--- src/rtl/stage_fifo_sync.sv ---
// ============================================================================
// Module      : stage_fifo_sync
// Description : Single-clock req/ack FIFO with DEPTH-deep circular buffer,
//               level/almost_full reporting and synchronous flush.
//               Optional macro STAGE_FIFO_BYPASS_EN adds empty-FIFO bypass.
// Revision    : 1.0 - initial release
// ============================================================================
`timescale 1ns/1ps
`default_nettype none

module stage_fifo_sync #(
    parameter int DATA_WITH = 3,
    parameter int DEPTH     = 4,
    parameter int AFULL_LVL = DEPTH - 1,
    parameter int LVL_W     = $clog2(DEPTH + 1)
) (
    input  logic                 clk,
    input  logic                 rst,
    input  logic                 req_in,
    input  logic [DATA_WITH-1:0] data_in,
    output logic                 ack_out,
    output logic                 req_out,
    output logic [DATA_WITH-1:0] data_out,
    input  logic                 ack_in,
    input  logic                 flush,
    output logic [LVL_W-1:0]     level,
    output logic                 almost_full
);

    localparam int                 c_ptr_w     = (DEPTH > 1) ? $clog2(DEPTH) : 1;
    localparam logic [c_ptr_w-1:0] c_ptr_last  = c_ptr_w'(DEPTH - 1);
    localparam logic [LVL_W-1:0]   c_lvl_full  = LVL_W'(DEPTH);
    localparam logic [LVL_W-1:0]   c_lvl_afull = LVL_W'(AFULL_LVL);
    localparam logic [LVL_W-1:0]   c_lvl_one   = LVL_W'(1);

    logic [DATA_WITH-1:0] r_mem [DEPTH];
    logic [c_ptr_w-1:0]   r_wr_ptr;
    logic [c_ptr_w-1:0]   r_rd_ptr;
    logic [LVL_W-1:0]     r_level;
    logic                 r_almost_full;

    logic                 w_full;
    logic                 w_empty;
    logic                 w_wr;
    logic                 w_rd;
    logic                 w_ack_out;
    logic                 w_req_out;
    logic [DATA_WITH-1:0] w_data_out;
    logic [LVL_W-1:0]     w_level_nxt;
`ifdef STAGE_FIFO_BYPASS_EN
    logic                 w_bypass;
`endif

    always_comb begin
        w_full    = (r_level == c_lvl_full);
        w_empty   = (r_level == '0);
        w_ack_out = !w_full && !rst && !flush;
`ifdef STAGE_FIFO_BYPASS_EN
        // An empty FIFO presents the producer's word directly; it is only
        // stored when the consumer does not take it in the same cycle.
        w_bypass   = w_empty && !flush && !rst;
        w_req_out  = w_bypass ? req_in : (!w_empty && !flush);
        w_data_out = w_bypass ? data_in : (w_empty ? '0 : r_mem[r_rd_ptr]);
        w_rd       = w_req_out && ack_in && !w_empty;
        w_wr       = req_in && w_ack_out && !(w_bypass && ack_in);
`else
        w_req_out  = !w_empty && !flush;
        w_data_out = w_empty ? '0 : r_mem[r_rd_ptr];
        w_rd       = w_req_out && ack_in;
        w_wr       = req_in && w_ack_out;
`endif
    end

    always_comb begin
        w_level_nxt = r_level;
        if (rst || flush) begin
            w_level_nxt = '0;
        end else if (w_wr && !w_rd) begin
            w_level_nxt = r_level + c_lvl_one;
        end else if (w_rd && !w_wr) begin
            w_level_nxt = r_level - c_lvl_one;
        end
    end

    // Explicit wrap keeps non-power-of-two depths correct.
    always_ff @(posedge clk) begin
        if (rst || flush) begin
            r_wr_ptr <= '0;
            r_rd_ptr <= '0;
        end else begin
            if (w_wr) begin
                r_wr_ptr <= (r_wr_ptr == c_ptr_last) ? '0 : r_wr_ptr + 1'b1;
            end
            if (w_rd) begin
                r_rd_ptr <= (r_rd_ptr == c_ptr_last) ? '0 : r_rd_ptr + 1'b1;
            end
        end
        r_level       <= w_level_nxt;
        r_almost_full <= (w_level_nxt >= c_lvl_afull);
    end

    always_ff @(posedge clk) begin
        if (w_wr) begin
            r_mem[r_wr_ptr] <= data_in;
        end
    end

    assign ack_out     = w_ack_out;
    assign req_out     = w_req_out;
    assign data_out    = w_data_out;
    assign level       = r_level;
    assign almost_full = r_almost_full;

endmodule

`default_nettype wire

--- config.mk ---
export PLATFORM = sky130hd
export DESIGN_NAME = stage_fifo_sync
export DESIGN_NICKNAME = d
export VERILOG_FILES = /design/src/rtl/stage_fifo_sync.sv
export SDC_FILE = /design/constraint.sdc
export NUM_CORES = 1
export LEC_CHECK = 0
export CAP_MARGIN = 20
export CORE_UTILIZATION = 35
export CTS_BUF_LIST = sky130_fd_sc_hd__clkbuf_16
export DETAILED_ROUTE_END_ITERATION = 10
export PLACE_DENSITY = 0.62
export REMOVE_ABC_BUFFERS = 1
export SYNTH_ARGS = -nofsm -noshare
export SYNTH_HDL_FRONTEND = slang
export SYNTH_SLANG_ARGS = --single-unit
export TNS_END_PERCENT = 30
--- constraint.sdc ---
create_clock -name clk -period 1.8 [get_ports clk]
set_clock_uncertainty 0.1 [all_clocks]
set_input_delay 0.27 -clock clk [delete_from_list [all_inputs] [get_ports clk]]
set_output_delay 0.27 -clock clk [all_outputs]
set_load 0.02 [all_outputs]
==> metrics.yaml <==
outcome: "complete, no violations"
p_switching_mw: 0.231
final_nets: 133
start_util_pct: 36.8
ys_warn_count: 0
slew_headroom_pct: 85.0
numPortBuffers: 16
synthDominantCellAreaShare_pct: 35.5
switching_share_pct: 18.2
layout_common_cells: "16 x buf_4, 12 x edfxtp_1, 11 x clkdlybuf4s50_1, 7 x ha_1, 7 x dfxtp_1"
cts_buffer_depth: 2
synth.avg_cell_area_um2: 12.4
combPwrFrac_pct: 9.1
antenna_found_initial: 0
crit_arrival_ns: 1.42
nFillCells: 236
fin_crit_ns: 1.79
final-max-slew-violation-count: 0
coreArea_um2: 2760
grt_max_degree: 14
dpl-instance-area_um2: 1310
wire_per_inst_um: 14.2
syn_area_um2: 1020
numCtsBuffers: 3
viasPerCell: 4.95
tns_ns: 0
cpMaxStageDelayCell: "mux4_2"
holdWs_ns: 0.401
die_w_um: 55.9
max_stage_delay_ns: 0.49
cp.buffers_inverters: 1
htree_levels: 1
seq_area_frac_synth_pct: 55.2
design.portCount: 17
yosys-top-cells-area: "edfxtp_1 35%, dfxtp_1 20%, ha_1 9.9%"
holdCritPathClass: "flop to flop"
dp_cells: 142
dieArea_um2: 3120
drive_gt1_share_pct: 38.8
max_cap_viol_count: 0
final_cells: 147
tightest_slew_ns: 0.224
design_area_um2: 1470
antenna_left: 0
setup_ws_ns: 0.00998
p_int_mw: 1.04
layout_commonest_cell: "buf_4"
cp-start-kind: "flop"
clock.fmax_mhz: 559
place.gp.congestion: 0.789
peakVddDrop_uv: 915
power_frac_seq_pct: 42.5
worstSetupPathType: "flop to primary output"
end_kind: "primary output"
cts_hold_buf: 0
grt_pass1_vias: 729
drc: 0
place_ws_ns: -0.202
drt_first_pass_iters: 4
clk_pin_slew_ns: 0.06
wl_mm: 2.08
hpwl_mm: 1.49
synth_area_leader_cell: "edfxtp_1"
setup_viol: 0
p_clk_share_pct: 48.4
first_iter_violations: 20
path_delay_family: "multiplexers"
grt_pass1_wl_mm: 3.48
die_h_um: 55.9
crit_cells: 3
core.rowCount: 19
fin_crit_sh_pct: 99.4
gr-total-overflow: 0
clock-sinks: 22
cp_cell_sequence: "mux4_2 -> and2_1 -> buf_2"
worst-r2r-cell-count: 8
synth_cell_types: 26
powerDensity_nw_per_um2: 865
rsz0062_at_grt: "true"
grt_use_total_pct: 14.5
root_buffer: "clkbuf_16"
num_vias: 728
critPathMaxFanout: 3
required_ns: 1.43
final-hold-violation-count: 0
p_total_mw: 1.27
tritoncts: "yes"
worstHoldPathCells: 2
synthToLayoutAreaGrowth_pct: 44.3
p_leak_nw: 0.594
synthCells: 82
synth_seq_cells: 22
utilization_pct: 53.2
clock_latency_ns: 0.25
diodes: 0
## final timing paths
check / startpoint / end / slack (ns)
hold reg to reg: r_rd_ptr[1] / r_rd_ptr[1] / 0.40
setup / recovery: flop / data_out[1] / 0.01
hold / removal: r_rd_ptr[1] / r_rd_ptr[1] / 0.40
setup reg to reg: level[0] / almost_full / 0.04
## logic make-up (layout without fill, tap and decap cells)
group	count (synthesis)	after routing	share of synthesized area, %
simple gates	28	28	14.2
mux	4	4	7.64
xor+xnor	2	2	1.72
fa+ha+maj	8	8	9.85
compound gates	11	11	8.13
flops	22	22	55.2
buf+inv	7	41	3.32
## power groups by stage
stage          logic (mW)  clock network [mW]  registers [mW]
4_1_cts             0.107               0.632           0.538
2_1_floorplan      0.0431                   0           0.553
5_1_grt             0.125               0.646           0.540
6_report            0.116               0.614           0.539
3_5_place_dp        0.106                   0           0.551
3_3_place_gp        0.104                   0           0.550
## flip-flops by register name, summed over array words and instances, names as in the netlist, named ones only
| name | flops |
|---|---|
| r_mem | 12 |
| level | 3 |
| r_rd_ptr | 2 |
| r_wr_ptr | 2 |
| almost_full | 1 |
## tightest hold or removal path: cells and delay by family, from the launching register on
kind	cells	cell delay [ns]
AOI/OAI and AO/OA	1	0.07
DFF	1	0.32
and+or+nand+nor	1	0.06
## cells in the mapped netlist
library cell / n
edfxtp_1: 12
dfxtp_1: 10
ha_1: 8
nand2_1: 6
and2_1: 5
inv_1: 5
nor2_1: 5
and3_1: 4
a21oi_1: 3
mux4_2: 3
nand3_1: 2
nor2b_1: 2
o22ai_1: 2
o31ai_1: 2
xnor2_1: 2
a211oi_4: 1
a32o_1: 1
buf_6: 1
clkbuf_1: 1
mux2i_1: 1
nand2b_1: 1
nor3_1: 1
o21ai_0: 1
o21ai_1: 1
or2_2: 1
or3_1: 1
## timing repair
action,CTS,global route
pin swaps,1,6
resized for setup,28,13
buffers inserted,0,1
gates cloned,0,0
endpoints found under the setup margin,12,11
endpoints found under the hold margin,0,0
## final cells by class
type	instances	area, um2	area share (%)
Clock buffer	3	75.1	5.12
Clock inverter	1	30.0	2.05
Inverter	5	18.8	1.28
Multi-Input combinational cell	53	469	32.0
Sequential cell	22	567	38.7
Tap cell	31	38.8	2.65
Timing Repair Buffer	32	268	18.3
## metal layers
| metal | up-vias | part of all wire, % | global-route usage, % |
|---|---|---|---|
| met1 | 351 | 43 | 17.8 |
| li1 | 358 | - | - |
| met5 | - | 0 | 0 |
| met4 | 0 | 1.2 | 4.18 |
| met3 | 4 | 4.5 | 4.65 |
| met2 | 15 | 51 | 24.6 |
(Power assumes the default switching activity.)
